--- config.mk ---
export PLATFORM = sky130hd
export DESIGN_NAME = lvt_4ports_table_flat
export DESIGN_NICKNAME = d
export VERILOG_FILES = /design/src/rtl/lvt_4ports_table_if.sv /design/src/rtl/lvt_4ports_table.sv /design/src/flat_wrapper.sv
export SDC_FILE = /design/constraint.sdc
export NUM_CORES = 2
export LEC_CHECK = 0
export CELL_PAD_IN_SITES_DETAIL_PLACEMENT = 1
export CELL_PAD_IN_SITES_GLOBAL_PLACEMENT = 1
export CORE_UTILIZATION = 50
export DETAILED_ROUTE_END_ITERATION = 8
export PLACE_DENSITY_LB_ADDON = 0.12
export SETUP_SLACK_MARGIN = 0.02
export SYNTH_ARGS = -nofsm -noshare
export SYNTH_HDL_FRONTEND = slang
export SYNTH_SLANG_ARGS = --single-unit
--- constraint.sdc ---
create_clock -name clk -period 2.85 [get_ports clk]
set_clock_uncertainty 0.1 [all_clocks]
set_input_delay 0.57 -clock clk [delete_from_list [all_inputs] [get_ports clk]]
set_output_delay 0.57 -clock clk [all_outputs]
set_load 0.01 [all_outputs]
--- src/rtl/lvt_4ports_table_if.sv ---
// lvt_4ports_table_if: write strobes, write/read indices, last-writer selectors and busy for the 4-port LVT.
interface lvt_4ports_table_if #(
  parameter int ADDR_W = 8,
  parameter int SEL_W = 2
);
  logic we_0, we_1, we_2, we_3;
  logic [ADDR_W-1:0] waddr_0, waddr_1, waddr_2, waddr_3;
  logic [ADDR_W-1:0] raddr_0, raddr_1, raddr_2, raddr_3;
  logic [SEL_W-1:0] sel_0, sel_1, sel_2, sel_3;
  logic busy;
  modport master (
    output we_0, we_1, we_2, we_3,
    output waddr_0, waddr_1, waddr_2, waddr_3,
    output raddr_0, raddr_1, raddr_2, raddr_3,
    input sel_0, sel_1, sel_2, sel_3,
    input busy
  );
  modport slave (
    input we_0, we_1, we_2, we_3,
    input waddr_0, waddr_1, waddr_2, waddr_3,
    input raddr_0, raddr_1, raddr_2, raddr_3,
    output sel_0, sel_1, sel_2, sel_3,
    output busy
  );
endinterface

--- src/rtl/lvt_4ports_table.sv ---
// lvt_4ports_table: live-value table recording the last writer port per address; cleared by a walk after reset.
module lvt_4ports_table #(
  parameter int ADDR_W = 8,
  parameter int SEL_W = 2
) (
  input logic clk,
  input logic reset,
  lvt_4ports_table_if.slave bus
);
  localparam int DEPTH = 1 << ADDR_W;
  typedef enum logic {CLEAR, READY} state_t;
  state_t state, state_nxt;
  logic [ADDR_W-1:0] clr_cnt;
  logic [SEL_W-1:0] mem [DEPTH];
  logic [3:0] we;
  logic [3:0][ADDR_W-1:0] waddr, raddr;
  logic [3:0][SEL_W-1:0] sel;
  assign we = {bus.we_3, bus.we_2, bus.we_1, bus.we_0};
  assign waddr = {bus.waddr_3, bus.waddr_2, bus.waddr_1, bus.waddr_0};
  assign raddr = {bus.raddr_3, bus.raddr_2, bus.raddr_1, bus.raddr_0};
  assign bus.sel_0 = sel[0];
  assign bus.sel_1 = sel[1];
  assign bus.sel_2 = sel[2];
  assign bus.sel_3 = sel[3];
  assign bus.busy = state == CLEAR;
  always_ff @(posedge clk) begin
    if (reset) begin
      state <= CLEAR;
      clr_cnt <= '0;
    end else begin
      state <= state_nxt;
      clr_cnt <= (state == CLEAR) ? clr_cnt + 1'b1 : clr_cnt;
    end
  end
  always_comb begin
    state_nxt = state;
    state_nxt = (state == CLEAR && &clr_cnt) ? READY : state_nxt;
  end
  always_ff @(posedge clk)
    for (int k = 0; k < 4; k++) sel[k] <= (reset || state == CLEAR) ? '0 : mem[raddr[k]];
  // No reset on the array so it can map to RAM; later ports override earlier ones on a collision.
  always_ff @(posedge clk) begin
    if (!reset) begin
      if (state == CLEAR) mem[clr_cnt] <= '0;
      else for (int k = 0; k < 4; k++) if (we[k]) mem[waddr[k]] <= SEL_W'(k);
    end
  end
endmodule

--- src/flat_wrapper.sv ---
// flat-port wrapper written by rule: the top's interface ports become plain ports
module lvt_4ports_table_flat 
#(
  parameter int ADDR_W = 8,
  parameter int SEL_W = 2
)
  (clk, reset, bus_we_0, bus_we_1, bus_we_2, bus_we_3, bus_waddr_0, bus_waddr_1, bus_waddr_2, bus_waddr_3, bus_raddr_0, bus_raddr_1, bus_raddr_2, bus_raddr_3, bus_sel_0, bus_sel_1, bus_sel_2, bus_sel_3, bus_busy);
  lvt_4ports_table_if #(.ADDR_W(ADDR_W), .SEL_W(SEL_W)) bus_i ();
  input logic clk;
  input logic reset;
  input wire logic [$bits(bus_i.we_0)-1:0] bus_we_0;
  input wire logic [$bits(bus_i.we_1)-1:0] bus_we_1;
  input wire logic [$bits(bus_i.we_2)-1:0] bus_we_2;
  input wire logic [$bits(bus_i.we_3)-1:0] bus_we_3;
  input wire logic [$bits(bus_i.waddr_0)-1:0] bus_waddr_0;
  input wire logic [$bits(bus_i.waddr_1)-1:0] bus_waddr_1;
  input wire logic [$bits(bus_i.waddr_2)-1:0] bus_waddr_2;
  input wire logic [$bits(bus_i.waddr_3)-1:0] bus_waddr_3;
  input wire logic [$bits(bus_i.raddr_0)-1:0] bus_raddr_0;
  input wire logic [$bits(bus_i.raddr_1)-1:0] bus_raddr_1;
  input wire logic [$bits(bus_i.raddr_2)-1:0] bus_raddr_2;
  input wire logic [$bits(bus_i.raddr_3)-1:0] bus_raddr_3;
  output wire logic [$bits(bus_i.sel_0)-1:0] bus_sel_0;
  output wire logic [$bits(bus_i.sel_1)-1:0] bus_sel_1;
  output wire logic [$bits(bus_i.sel_2)-1:0] bus_sel_2;
  output wire logic [$bits(bus_i.sel_3)-1:0] bus_sel_3;
  output wire logic [$bits(bus_i.busy)-1:0] bus_busy;
  assign bus_i.we_0 = bus_we_0;
  assign bus_i.we_1 = bus_we_1;
  assign bus_i.we_2 = bus_we_2;
  assign bus_i.we_3 = bus_we_3;
  assign bus_i.waddr_0 = bus_waddr_0;
  assign bus_i.waddr_1 = bus_waddr_1;
  assign bus_i.waddr_2 = bus_waddr_2;
  assign bus_i.waddr_3 = bus_waddr_3;
  assign bus_i.raddr_0 = bus_raddr_0;
  assign bus_i.raddr_1 = bus_raddr_1;
  assign bus_i.raddr_2 = bus_raddr_2;
  assign bus_i.raddr_3 = bus_raddr_3;
  assign bus_sel_0 = bus_i.sel_0;
  assign bus_sel_1 = bus_i.sel_1;
  assign bus_sel_2 = bus_i.sel_2;
  assign bus_sel_3 = bus_i.sel_3;
  assign bus_busy = bus_i.busy;
  lvt_4ports_table #(.ADDR_W(ADDR_W), .SEL_W(SEL_W)) u_core (.clk(clk), .reset(reset), .bus(bus_i));
endmodule
==> summary.md, run 1 <==
| Metric | Value |
|---|---|
| IO Port Bufs | 78 |
| Post-synth top cells | nor2_1, nand2_1, dfxtp_1, mux2i_1, o22ai_1 |
| Adder-Cell Fraction of Synth Area | 0.000309 |
| Root Buffer | clkbuf_16 |
| Width of the chip | 286 um |
| Yosys top cell area share | 0.262 |
| Cell count after synthesis | 4531 |
| Top post-synthesis cells by area | dfxtp_1, mux4_2, mux2i_1 |
| Yosys reg bits | approximately 530 |
| Detailed placement HPWL | 210000 um |
| Hold-fix buffers, CTS | 0 |
| Post-synthesis compound-gate area fraction | 0.234 |
| Starting Density | 0.509 |
| Sink Count | ~530 |
| Ys async rst share | 0 |
| Fail Step | global routing |
| First-pass GRT wire length | 495000 um |
| Num CTS Buffers | 61 |
| Vias in the first global route | 62100 |
| Synth Net Count | around 4600 |
| Avg Synthesized Cell Area | 8.93 um2 |
| Dpl cell area | between 40000 and 50000 um2 |
| Largest net degree at the start of global routing | 33 |
| Longest Clk Path Bufs | 3 |
| Synth warnings | 0 |
| Status | aborted with a tool error |
| Die Ht | 286 um |
| Post-Synth Simple-Gate Area | 0.164 |
| Synth unique cells | 69 |
| I/O pin total | 79 |
| Area of the mapped netlist | 40400 um2 |
| Sequential share of the synthesized area | 0.262 |
| Core Rows | 103 |
| Most frequent cell after synthesis | nor2_1 |
| Top FF cell, synth | dfxtp_1 |
| Global placer's final weighted congestion | 1.17 |
| EDFF count, synth | 0 |
| Yosys top cell by area | dfxtp_1 |
| Run Error | [ERROR GRT-0116] Global routing finished with congestion. Check the congestion regions in the DRC Viewer. |
| H-tree Lvls | 2 |
| Total Routing Usage GR | 0.848 |
| Main combinational cell family by area after synthesis | multiplexers |
| Multiplexer share of the synthesized area | 0.288 |
| Xor/xnor share of the synthesized area | 0.00130 |
| Congestion Overflow GR | 16 |
## logic make-up after synthesis
group | Yosys count
multiplexers | 742
buffers and inverters | 415
XOR/XNOR | 6
flip-flops | 529
AO/OA/AOI/OAI | 1248
adder cells (fa/ha/maj) | 1
AND/OR/NAND/NOR | 1590
## timing repair
action | in CTS
gates resized for setup | 3
buffers inserted | 3
pin swaps | 2
setup endpoints to repair | 16
## metal layers
layer,GRT overflow,global-route usage
met2,6,0.954
met4,9,0.807
met1,1,0.839
met3,0,0.787
met5,0,0.573
## stage by stage
step / instances / worst slack (ns) / hold slack, ns
4_1_cts: 6278 / 0.0222 / 0.484
3_5_place_dp: 6166 / -0.830 / 0.465
3_3_place_gp: 6166 / -0.907 / 0.438
2_1_floorplan: 4531 / 0.199 / 0.405
==> inputs of run 2 (changes only) <==
CELL_PAD_IN_SITES_DETAIL_PLACEMENT = unset   (was 1)
CELL_PAD_IN_SITES_GLOBAL_PLACEMENT = unset   (was 1)
CORE_UTILIZATION = 40   (was 50)
PLACE_DENSITY_LB_ADDON = 0.15   (was 0.12)
SETUP_SLACK_MARGIN = unset   (was 0.02)
==> run 2 against run 1 <==
- the flow now finishes, with violations (setup timing)
- synthesized cell count is the same
- area after synthesis is the same
==> summary.md, run 2 <==
| Metric | Value |
|---|---|
| Worst path cell trace | clkdlybuf4s50_1 -> buf_12 -> buf_4 -> nand2_1 -> buf_4 -> o221ai_2 -> nor3_1 -> buf_4 -> nor4_4 -> nand4_1 -> buf_4 -> o22ai_1 -> a21o_1 |
| Status | finished, violations left |
| Pre-Repair DR Iteration Count | 7 |
| RSZ-0062 raised after global routing | yes |
| Detailed placement HPWL | 198000 um |
| Crit path kind | input pin to register |
| Most frequent cells in the layout | buf_4, nor2_1, nand2_1 |
| Hold WC Path Type | register to register |
| PwrDens | between 300 and 400 nW/um2 |
| Total Routing Usage GR | 0.506 |
| Width of the chip | between 300 and 400 um |
| Area of the mapped netlist | between 40000 and 50000 um2 |
| Via Count | 47800 |
| Post-route cell area | 52500 um2 |
| Routed WL | around 270000 um |
| Worst EP arrival | ~3.4 ns |
| Reg2reg setup slack | ~0.16 ns |
| Setup TNS | -0.0828 ns |
| Crit. End Element | register |
| Slew @ Worst Pin | 1.05 ns |
| Worst R2R End | u_core.bus.sel_1[1] |
| Slew Viols, Final | 0 |
| Core Region | 100000 um2 |
| Cell count after synthesis | 4531 |
| Slew headroom | 0.293 |
| Failing checks | setup timing |
| Synth Net Count | between 4000 and 5000 |
| Die ar. | 102000 um2 |
| Starting Density | 0.404 |
| R2R cell count | 10 |
| Most frequent cell after synthesis | nor2_1 |
| Final cell count without fillers | roughly 6500 |
| CP required | 3.36 ns |
| H-tree Lvls | 3 |
| IO Port Bufs | 78 |
| Most frequent CP cell | buf_4 |
| Core Rows | 116 |
| Filler Cell Count | slightly above 9000 |
| CTS tree | done |
| Sequential share of the synthesized area | 0.262 |
| Worst Hold End | u_core.clr_cnt[7] |
| Synth warnings | 0 |
| Top FF cell, synth | dfxtp_1 |
| Congestion Overflow GR | 0 |
| Clk Latency, worst-skew pair | 0.68 ns |
| First-pass GRT wire length | around 360000 um |
| Setup repair bufs after CTS | 0 |
| DR iter-0 viols | 8135 |
| Slowest stage delay, CP | about 0.50 ns |
| Global placer's final weighted congestion | 1.12 |
| Yosys top cell area share | 0.262 |
| Ys async rst share | 0 |
| Vias in the first global route | 44000 |
| Hold Vio Cnt, Final | 0 |
| CP Launch Type | input pin |
| Layout Nets | 5226 |
| Hold-fix buffers, CTS | 0 |
| Avg Synthesized Cell Area | slightly below 9 um2 |
| Worst r2r src | u_core.mem[105][1] |
| EDFF count, synth | 0 |
| Leakage | 19.0 nW |
| Vias per cell | ~7.3 |
| Synth unique cells | 69 |
| Longest Clk Path Bufs | 3 |
| Yosys reg bits | ~530 |
| Routed len/inst | slightly above 40 um |
| Post-synth top cells | nor2_1, nand2_1, dfxtp_1, mux2i_1, o22ai_1 |
| Hold_sp | u_core.clr_cnt[7] |
| Die Ht | between 300 and 400 um |
| Top post-synthesis cells by area | dfxtp_1, mux4_2, mux2i_1 |
| Most flops, register | u_core.mem |
| Hold Path Depth | 2 |
| Peak VDD IR | 0.384 mV |
| Crit-path max FO | 11 |
| Num CTS Buffers | 71 |
| Share of post-route cells with drive strength above 1 | 0.273 |
| Setup violators final | 3 |
| Yosys top cell by area | dfxtp_1 |
| Dpl cell area | between 40000 and 50000 um2 |
| Max FFs per register | 512 |
| CP max stage cell | clkdlybuf4s50_1 |
| Fmax | 0.347 GHz |
| Setup slack after layout | -0.0312 ns |
| I/O pin total | 79 |
| Placed Instances | about 6400 |
| Largest registers | u_core.mem (512), u_core.clr_cnt (8) |
| Root Buffer | clkbuf_16 |
| Post-DRT Antenna Nets | 0 |
| Clock-pin slew on the worst setup and hold paths | approximately 0.06 ns |
| Initial antenna violation count | 16 |
| Residual DRC | 0 |
| Clock period minus worst slack | between 2 and 3 ns |
| Most common cell after layout, fill and taps aside | buf_4 |
| Sink Count | about 530 |
| P&R area growth vs syn | 29.8% |
| Max_cap viols | 0 |
| Period utilisation layout | 1.01 |
| Largest net degree at the start of global routing | 49 |
==> run 2: cell counts after synthesis <==
Identical to the previous run, type by type.
==> run 2: how the worst max path moves through the flow <==
stage                        start                  end  slack (ns)
floorplan           bus_raddr_0[0]  u_core.bus.sel_0[0]        0.20
global placement    bus_raddr_3[2]  u_core.bus.sel_3[1]       -1.02
detailed placement  bus_raddr_3[2]  u_core.bus.sel_3[1]       -0.99
CTS                 bus_raddr_1[2]  u_core.bus.sel_1[0]        0.01
global route        bus_raddr_1[2]  u_core.bus.sel_1[0]       -0.03
finish              bus_raddr_1[2]  u_core.bus.sel_1[0]       -0.03
==> run 2: logic make-up after synthesis <==
group,Yosys count,synth area share
simple gates,1590,0.164
compound gates,1248,0.234
mux,742,0.288
flops,529,0.262
buf+inv,415,0.0508
xor+xnor,6,0.00130
fa+ha+maj,1,0.000309
==> run 2: routing by layer <==
| layer | track usage | wire length (um) |
|---|---|---|
| met2 | 0.687 | 103000 |
| met1 | 0.637 | 98100 |
| met4 | 0.356 | 22500 |
| met5 | 0 | 108 |
| met3 | 0.219 | 42100 |
==> run 2: worst max-delay path: cells and delay by family <==
kind | cells | cell delay (ns)
AO/OA/AOI/OAI | 3 | 0.46
buffers and inverters | 6 | 1.43
AND/OR/NAND/NOR | 4 | 0.91
==> run 2: where the power goes <==
part / leakage, nW / internal (W) / switching [W]
Combinational: 13.5 / 0.00120 / 0.00205
Clock: 1.18 / 0.00575 / 0.00395
Sequential: 4.26 / 0.00740 / 0.00000667
Total: 19.0 / 0.0143 / 0.00601
==> run 2: cell type report <==
class	instances	area (um2)	area share
Multi-Input combinational cell	3587	28000	0.534
Sequential cell	529	10600	0.202
Timing Repair Buffer	948	9700	0.185
Clock buffer	103	2100	0.0400
Tap cell	1298	1620	0.0309
Clock inverter	23	323	0.00615
Inverter	18	67.6	0.00129
Antenna cell	18	45.0	0.000858
==> run 2: per-stage QoR <==
stage | setup WS [ns] | hold slack [ns] | total power, W | util
finish | -0.0312 | 0.472 | 0.0204 | 0.524
floorplan | 0.199 | 0.405 | 0.00883 | -
CTS | 0.0137 | 0.471 | 0.0201 | 0.523
global route | -0.0328 | 0.504 | 0.0206 | 0.524
global placement | -1.02 | 0.447 | 0.0106 | 0.499
detailed placement | -0.993 | 0.455 | 0.0106 | 0.499
==> run 2: what timing repair did <==
item	4_1_cts	5_1_grt
resized for setup	5	9
endpoints found under the hold margin	0	0
gates cloned	0	0
pin swaps	0	1
setup endpoints to repair	4	4
Note: power is estimated with default switching activity, not from simulation.
